==> config.mk <==
export PLATFORM = sky130hd
export DESIGN_NAME = ac1_feed_flat
export DESIGN_NICKNAME = d
export VERILOG_FILES = /design/src/rtl/smac_pkg.sv /design/src/rtl/ac1_feed_if.sv /design/src/rtl/popcnt_tree.sv /design/src/rtl/ac1_feed.sv /design/src/flat_wrapper.sv
export SDC_FILE = /design/constraint.sdc
export NUM_CORES = 1
export LEC_CHECK = 0
export CAP_MARGIN = 20
export CORE_ASPECT_RATIO = 0.9
export CORE_MARGIN = 2
export CORE_UTILIZATION = 55
export CTS_CLUSTER_SIZE = 16
export DETAILED_ROUTE_END_ITERATION = 16
export PLACE_DENSITY = 0.95
export SKIP_CTS_REPAIR_TIMING = 1
export SLEW_MARGIN = 10
export SYNTH_ARGS = -nofsm -noshare
export SYNTH_HDL_FRONTEND = slang
export SYNTH_SLANG_ARGS = --single-unit
export TNS_END_PERCENT = 10
==> constraint.sdc <==
create_clock -name clk -period 15.9 [get_ports clk]
set_input_delay 1.59 -clock clk [delete_from_list [all_inputs] [get_ports clk]]
set_output_delay 1.59 -clock clk [all_outputs]
set_load 0.005 [all_outputs]
==> src/rtl/smac_pkg.sv <==
// Shared definitions for the serial-MAC datapath stages: default geometry,
// derived widths, the feeder FSM state type and a reference popcount.
package smac_pkg;

  localparam int M_LANES = 16;
  localparam int PA_BITS = 8;
  localparam int ACW     = $clog2(M_LANES) + 1;
  localparam int CNTW    = (PA_BITS > 1) ? $clog2(PA_BITS) : 1;

  typedef enum logic [0:0] {
    IDLE = 1'b0,
    RUN  = 1'b1
  } feed_state_e;

  // Count of set bits in one lane-wide bit-plane
  function automatic logic [ACW-1:0] popcount(input logic [M_LANES-1:0] v);
    logic [ACW-1:0] n;
    n = '0;
    for (int i = 0; i < M_LANES; i++) begin
      n = n + ACW'(v[i]);
    end
    return n;
  endfunction

endpackage

==> src/rtl/ac1_feed_if.sv <==
// Operand handshake and AC1 link of the bit-serial feeder; master is the
// operand source plus AC1 feedback, slave is the feeder itself.
interface ac1_feed_if #(
  parameter int M  = 16,
  parameter int Pa = 8
);

  logic                   in_valid;
  logic                   in_ready;
  logic [M*Pa-1:0]        act;
  logic [M-1:0]           wgt;
  logic [$clog2(M)-1:0]   ac1_msb;
  logic [$clog2(M):0]     inr_ac1;
  logic                   w_and_s;
  logic                   cl_en;
  logic                   busy;
  logic                   done;

  modport master (
    output in_valid, act, wgt, ac1_msb,
    input  in_ready, inr_ac1, w_and_s, cl_en, busy, done
  );

  modport slave (
    input  in_valid, act, wgt, ac1_msb,
    output in_ready, inr_ac1, w_and_s, cl_en, busy, done
  );

endinterface

==> src/rtl/popcnt_tree.sv <==
// Purely combinational N-input population count built as a balanced binary
// adder tree; inputs are zero-padded up to the next power of two.
module popcnt_tree #(
  parameter int N = 16,
  parameter int W = $clog2(N) + 1
) (
  input  logic [N-1:0] bits,
  output logic [W-1:0] count
);

  localparam int LV = (N > 1) ? $clog2(N) : 0;
  localparam int NP = 1 << LV;

  for (genvar lv = 0; lv <= LV; lv++) begin : g_lvl
    localparam int CNT = NP >> lv;
    logic [W-1:0] sum [CNT];
    for (genvar j = 0; j < CNT; j++) begin : g_node
      if (lv == 0) begin : g_leaf
        if (j < N) begin : g_in
          assign sum[j] = W'(bits[j]);
        end else begin : g_pad
          assign sum[j] = '0;
        end
      end else begin : g_add
        assign sum[j] = g_lvl[lv-1].sum[2*j] + g_lvl[lv-1].sum[2*j+1];
      end
    end
  end

  assign count = g_lvl[LV].sum[0];

endmodule

==> src/rtl/ac1_feed.sv <==
// Bit-serial operand feeder: streams activation bit-slices LSB first, masks
// them with the weight plane, popcounts and folds in the AC1 feedback.
module ac1_feed
  import smac_pkg::*;
#(
  parameter int M  = M_LANES,
  parameter int Pa = PA_BITS
) (
  input  logic        clk,
  input  logic        rst_n,
  ac1_feed_if.slave   bus
);

  localparam int            SUM_W  = $clog2(M) + 1;
  localparam int            K_W    = (Pa > 1) ? $clog2(Pa) : 1;
  localparam logic [K_W-1:0] K_LAST = K_W'(Pa - 1);

  feed_state_e              state_r;
  logic [K_W-1:0]           k_r;
  logic [M-1:0][Pa-1:0]     act_r;
  logic [M-1:0]             wgt_r;
  logic                     w_and_s_r;
  logic                     cl_en_r;
  logic                     busy_r;
  logic                     done_r;

  logic                     last_s;
  logic [M-1:0]             slice_s;
  logic [SUM_W-1:0]         pop_s;
  logic [SUM_W-1:0]         inr_s;

  // In RUN the source is only offered a slot on the final slice.
  assign last_s       = (k_r == K_LAST);
  assign bus.in_ready = (state_r == IDLE) || last_s;

  // Current bit-slice of every lane, masked by its weight bit
  always_comb begin
    slice_s = '0;
    for (int i = 0; i < M; i++) begin
      slice_s[i] = act_r[i][k_r] & wgt_r[i];
    end
  end

  popcnt_tree #(
    .N (M),
    .W (SUM_W)
  ) u_popcnt (
    .bits  (slice_s),
    .count (pop_s)
  );

  // Partial sum toward AC1; the first slice loads instead of accumulating
  always_comb begin
    inr_s = '0;
    if (!busy_r) begin
      inr_s = '0;
    end else if (cl_en_r) begin
      inr_s = pop_s;
    end else begin
      inr_s = pop_s + SUM_W'(bus.ac1_msb);
    end
  end

  assign bus.inr_ac1 = inr_s;
  assign bus.w_and_s = w_and_s_r;
  assign bus.cl_en   = cl_en_r;
  assign bus.busy    = busy_r;
  assign bus.done    = done_r;

  // Transaction FSM, slice counter, operand capture and registered controls
  always_ff @(posedge clk or negedge rst_n) begin
    if (!rst_n) begin
      state_r   <= IDLE;
      k_r       <= '0;
      act_r     <= '0;
      wgt_r     <= '0;
      w_and_s_r <= 1'b0;
      cl_en_r   <= 1'b0;
      busy_r    <= 1'b0;
      done_r    <= 1'b0;
    end else begin
      case (state_r)
        IDLE: begin
          done_r <= 1'b0;
          k_r    <= '0;
          if (bus.in_valid) begin
            act_r     <= bus.act;
            wgt_r     <= bus.wgt;
            state_r   <= RUN;
            busy_r    <= 1'b1;
            w_and_s_r <= 1'b1;
            cl_en_r   <= 1'b1;
          end else begin
            busy_r    <= 1'b0;
            w_and_s_r <= 1'b0;
            cl_en_r   <= 1'b0;
          end
        end
        RUN: begin
          if (last_s) begin
            done_r <= 1'b1;
            k_r    <= '0;
            // Back-to-back: reload without leaving RUN so no idle slot appears.
            if (bus.in_valid) begin
              act_r   <= bus.act;
              wgt_r   <= bus.wgt;
              cl_en_r <= 1'b1;
            end else begin
              state_r   <= IDLE;
              busy_r    <= 1'b0;
              w_and_s_r <= 1'b0;
              cl_en_r   <= 1'b0;
            end
          end else begin
            done_r  <= 1'b0;
            k_r     <= k_r + K_W'(1);
            cl_en_r <= 1'b0;
          end
        end
        default: begin
          state_r   <= IDLE;
          k_r       <= '0;
          w_and_s_r <= 1'b0;
          cl_en_r   <= 1'b0;
          busy_r    <= 1'b0;
          done_r    <= 1'b0;
        end
      endcase
    end
  end

endmodule

==> src/flat_wrapper.sv <==
// flat-port wrapper written by rule: the top's interface ports become plain ports
module ac1_feed_flat import smac_pkg::*;
#(
  parameter int M  = M_LANES,
  parameter int Pa = PA_BITS
)
  (clk, rst_n, bus_in_valid, bus_act, bus_wgt, bus_ac1_msb, bus_in_ready, bus_inr_ac1, bus_w_and_s, bus_cl_en, bus_busy, bus_done);
  ac1_feed_if #(.M(M), .Pa(Pa)) bus_i ();
  input  logic clk;
  input  logic rst_n;
  input wire logic [$bits(bus_i.in_valid)-1:0] bus_in_valid;
  input wire logic [$bits(bus_i.act)-1:0] bus_act;
  input wire logic [$bits(bus_i.wgt)-1:0] bus_wgt;
  input wire logic [$bits(bus_i.ac1_msb)-1:0] bus_ac1_msb;
  output wire logic [$bits(bus_i.in_ready)-1:0] bus_in_ready;
  output wire logic [$bits(bus_i.inr_ac1)-1:0] bus_inr_ac1;
  output wire logic [$bits(bus_i.w_and_s)-1:0] bus_w_and_s;
  output wire logic [$bits(bus_i.cl_en)-1:0] bus_cl_en;
  output wire logic [$bits(bus_i.busy)-1:0] bus_busy;
  output wire logic [$bits(bus_i.done)-1:0] bus_done;
  assign bus_i.in_valid = bus_in_valid;
  assign bus_i.act = bus_act;
  assign bus_i.wgt = bus_wgt;
  assign bus_i.ac1_msb = bus_ac1_msb;
  assign bus_in_ready = bus_i.in_ready;
  assign bus_inr_ac1 = bus_i.inr_ac1;
  assign bus_w_and_s = bus_i.w_and_s;
  assign bus_cl_en = bus_i.cl_en;
  assign bus_busy = bus_i.busy;
  assign bus_done = bus_i.done;
  ac1_feed #(.M(M), .Pa(Pa)) u_core (.clk(clk), .rst_n(rst_n), .bus(bus_i));
endmodule
[Word level (Yosys, flattened, before mapping)]
Index checks and enable logic that the tools add are counted.
Word-level totals
  register bits: 151
  bits of input ports: 151
  output and inout bits: 10
  word-level logic and storage cells: 114
Operators by class
  add/subtract/negate cells: 17
  order comparisons: 1
  equal/unequal tests: 3
  muxes and demuxes: 52
  bitwise operators: 17
  reductions and logical operators: 2
Operator list (number)
  128-bit 2-to-1 mux: 2
  128-bit one-hot mux with 2 select lines: 1
  1-bit binary-select mux with 3-bit select: 16
  16-bit 2-to-1 mux: 2
  16-bit one-hot mux with 2 select lines: 1
  1-bit 2-to-1 mux: 22
  1-bit by 1-bit adder with 2-bit output: 8
  1-bit AND: 16
  5-bit by 4-bit adder with 5-bit output: 2
  5-bit 2-to-1 mux: 2
  2-bit by 2-bit adder with 3-bit output: 3
  1-bit one-hot mux with 2 select lines: 4
  3-bit one-hot mux with 2 select lines: 1
  5-bit by 2-bit adder with 5-bit output: 1
  5-bit by 3-bit adder with 5-bit output: 1
  3-bit by 3-bit adder with 4-bit output: 1
  3-bit by 4-bit < comparator with 1-bit output, second input constant: 1
  2-bit != test, second input constant: 2
  3-bit by 1-bit adder with 3-bit output, second input constant: 1
  3-bit equality test, second input constant: 1
  3-bit 2-to-1 mux: 1
  2-bit AND reduction: 1
  1-bit logical OR: 1
  1-bit NOT: 1

[Depth between registers and ports, before layout]
  depth in word-level cells: 10
  mapped depth: 23
  gate-level depth less buffers: 21

[By module]
From an unflattened synthesis, not the netlist that was laid out.
Unflattened totals
  cell total of the unflattened synthesis: 481
  area total of the unflattened synthesis: 7458.4 um^2
By module, submodules not included
  ac1_feed: instances 1, cells each 438, area an instance 7071.8 um^2, sequential area each 3778.6 um^2
  popcnt_tree: instances 1, cells each 43, area an instance 386.6 um^2, sequential area each 0.0 um^2

[Least setup slack after synthesis]
Ideal clock, no wire load.
  path kind: flip-flop to output port
  from: reg u_core.k_r[0]
  to: out bus_inr_ac1[3]
  data arrival time: 5727 ps
  data required time: 14310 ps
  setup slack: 8583 ps
  cell stages (with the launch flop): 20
  path buffers: 2
  path through: dfrtp_1 buf_6 buf_6 mux4_1 nand3_1 nand2_1 ha_1 inv_1 fa_1 fa_1 fa_1 fa_1 fa_1 inv_1 fa_1 ha_1 a21o_1 a21oi_1 nor4_1 or4_1
Between the ends
  longest elaborated chain between the ends: 10
  elaborated cells on any way between the ends: 66
  classes of those cells: add/sub (16); mux (34); bitwise (16)
RTL lines
  start, declared: RTL line ac1_feed.sv:19  | logic [K_W-1:0] k_r;
  start signal, assigned: RTL line ac1_feed.sv:116  | k_r <= k_r + K_W'(1);
  1-bit binary-select mux with 3-bit select: RTL line ac1_feed.sv:40  | slice_s[i] = act_r[i][k_r] & wgt_r[i];
  1-bit 2-to-1 mux (not written as such): RTL line ac1_feed.sv:40
  1-bit AND: RTL line ac1_feed.sv:40
  1-bit by 1-bit adder with 2-bit output: RTL line popcnt_tree.sv:25  | assign sum[j] = g_lvl[lv-1].sum[2*j] + g_lvl[lv-1].sum[2*j+1];
  5-bit by 2-bit adder with 5-bit output or 2-bit by 2-bit adder with 3-bit output (tied branches): RTL line popcnt_tree.sv:25
  5-bit by 3-bit adder with 5-bit output or 3-bit by 3-bit adder with 4-bit output (tied branches): RTL line popcnt_tree.sv:25
  5-bit by 4-bit adder with 5-bit output (*): RTL line popcnt_tree.sv:25
  5-bit by 4-bit adder with 5-bit output: RTL line ac1_feed.sv:60  | inr_s = pop_s + SUM_W'(bus.ac1_msb);
  5-bit 2-to-1 mux (*): RTL line ac1_feed.sv:57  | end else if (cl_en_r) begin
  5-bit 2-to-1 mux (*): RTL line ac1_feed.sv:55  | if (!busy_r) begin
  end, declared: RTL line flat_wrapper.sv:16  | output wire logic [$bits(bus_i.inr_ac1)-1:0] bus_inr_ac1;
Every way passes the cells marked *; elsewhere a longest branch is shown, timed or not. The select of a mux whose other input is x is not followed.

[Final worst setup path]
Ends and elaborated chain as after synthesis.

==> impl_metrics.yaml <==
status:
  status: "completed"
sta:
  setup_violations: 0
  tns_ns: 0
  hold_viol_final: 0
  final-max-slew-violation-count: 0
  worstMarginPinSlew_ns: 1.02
  grt_setup_unrepaired: "no"
  slew_headroom: 0.317
  fin_crit_sh: 0.564
  clock.fmax_mhz: 111
  finClkSkew_ns: 0.00860
  finalCriticalPeriod_ns: 8.97
critical_path:
  crit_end: "bus_inr_ac1[3]"
  crit_path_start_kind: "flip-flop"
  r2r-end: "u_core.act_r[16]"
  r2r-start: "u_core.k_r[0]"
  critPathMaxFanout: 34
  crit_type: "flip-flop to output pin"
  worstSetupEndpointType: "output pin"
  rrSetupSlack_ns: 12.12
  cp.required_ns: 14.31
  worstPathArrival_ns: 7.38
  critPathLaunch: "u_core.k_r[0]"
  r2r_cells: 7
worst_hold_path:
  min_path_type: "flip-flop to flip-flop"
global_routing:
  grt_pass1_vias: 4969
  antenna_found_initial: 0
  gr-total-overflow: 0
  track_usage: 0.244
  grt_first_pass_wirelength_mm: 26.1
  grt_max_degree: 103
yosys:
  synth_edf_count: 0
  synth_cell_type_count: 28
  yosysWarnings: 0
  syn_nets: 635
  synth_most_common_cell: "dfrtp_1"
  syn_area_um2: 7330
  yosysTopAreaCellShare: 0.516
  synth_seq_cells: 151
  synth_area_leaders: "dfrtp_1, mux2_2, mux4_1"
  yosysSeqAreaShare: 0.516
  synth_common_cells: "dfrtp_1, mux2_2, mux4_1"
  yosysTopAreaCell: "dfrtp_1"
  postSynthAreaPerCell_um2: 15.9
  async_flop_share: 1.00
  synthCells: 462
  synth_flop_cell: "dfrtp_1"
final_layout:
  drive_gt1_frac: 0.293
  final_nets: 791
  area_delta_synth_final_pct: 30.7
  diodes: 0
floorplan:
  core-area_um2: 12800
  die_area_um2: 14300
  pin_count: 161
  rows: 39
  die_y_um: 114
  die_w_um: 126
  start_util: 0.571
cts:
  cts_htree_levels: 4
  clk_pin_slew_ns: 0.05
  cts.sinks: 151
  root_buffer: "clkbuf_16"
  clock_latency_ns: 0.42
  cts_tree: "yes"
  cts_made_buffers: 17
  clk_path_buf_depth: 2
routing:
  routed_wl_mm: 16.5
  wl_per_cell_um: 20.7
  first_iter_violations: 247
  detail-route-antenna-nets: 0
  drtPass1Iterations: 4
  vias: 4393
  vias_per_cell: 5.53
  drc: 0
job:
  max_cap_viol_count: 0
placement:
  port_buffers: 160
  gp_congestion: 0.841
  dp.final_hpwl_mm: 11.2
[worst min path at each step]
stage	depth (start not counted)	slack (ns)	from	to
floorplan	1	0.45	u_core.act_r[1]	u_core.act_r[1]
global placement	1	0.46	u_core.act_r[3]	u_core.act_r[3]
detailed placement	1	0.47	u_core.act_r[1]	u_core.act_r[1]
CTS	1	0.48	u_core.act_r[3]	u_core.act_r[3]
global route	1	0.51	u_core.act_r[31]	u_core.act_r[31]
finish	1	0.48	u_core.act_r[3]	u_core.act_r[3]
[per-stage QoR]
stage	util	worst slack [ns]	hold slack [ns]	instances	cell area (um2)
after floorplan	-	8.58	0.449	462	7330
after global placement	0.698	7.49	0.463	762	8960
after detailed placement	0.698	7.34	0.466	762	8960
after CTS	0.744	6.88	0.483	794	9550
after global routing	0.747	6.65	0.513	795	9580
final	0.747	6.93	0.480	795	9580
[area by class of cell]
class                      instances  area [um2]
clock buffer                      26         509
multi-input combinational        270        3290
inverter                          14        52.6
sequential                       151        3780
clock inverter                     6        88.8
timing repair buffer             164        1650
fill                             779        3250
tap                              164         205
[per-layer routing]
metal / up-vias / part of all wire / global-route usage
li1: 2020 / - / -
met1: 2223 / 0.41 / 0.297
met2: 128 / 0.53 / 0.421
met3: 22 / 0.049 / 0.0629
met4: 0 / 0.021 / 0.0985
met5: - / 0 / 0
[logic make-up (layout without fill, tap and decap cells)]
family | after synthesis | after routing | share of synthesized area
flops | 151 | 151 | 0.516
xor+xnor | 4 | 4 | 0.00478
buf+inv | 41 | 210 | 0.0355
fa+ha+maj | 22 | 22 | 0.0488
compound gates | 9 | 9 | 0.00751
simple gates | 45 | 45 | 0.0304
mux | 190 | 190 | 0.357
[cell usage in the layout, fill, tap and decap left out, types with 2 or more instances in the layout]
master	netlist	routed
xor2_1	3	3
bufinv_16	0	2
a21oi_1	5	5
fa_1	11	11
nand3_1	3	3
mux4_1	32	32
dfrtp_1	151	150
mux2_1	8	8
clkbuf_8	0	5
nor2_1	10	10
nand2_1	17	17
mux2_2	150	150
nand3b_1	3	3
a211oi_1	2	2
nand2b_1	3	3
inv_1	14	14
clkdlybuf4s50_1	0	159
clkbuf_16	0	17
and4b_1	2	2
ha_1	11	11
and2_1	4	3
clkbuf_1	1	4
buf_4	1	3
clkinvlp_4	0	2
[worst max-delay path, cell delays in order (launching register included)]
cell	delay (ns)
dfrtp_2	1.04
mux4_1	0.67
nand3b_1	0.11
nand2_1	0.05
ha_1	0.28
inv_1	0.05
fa_1	0.51
fa_1	0.53
fa_1	0.52
fa_1	0.53
fa_1	0.45
inv_1	0.08
fa_1	0.46
ha_1	0.30
a21o_1	0.16
a21oi_1	0.19
nor4_1	0.06
or4_1	0.51
clkdlybuf4s50_1	0.45
[registers in the layout (all words and copies together) (netlist names)]
signal / count
u_core.act_r: 128
u_core.bus.cl_en: 1
u_core.bus.done: 1
u_core.bus.w_and_s: 1
u_core.k_r: 3
u_core.state_r: 1
u_core.wgt_r: 16
Power is left out: the tool's default activity adds up to more than one toggle a clock period on the data nets, which glitch-free logic cannot reach.
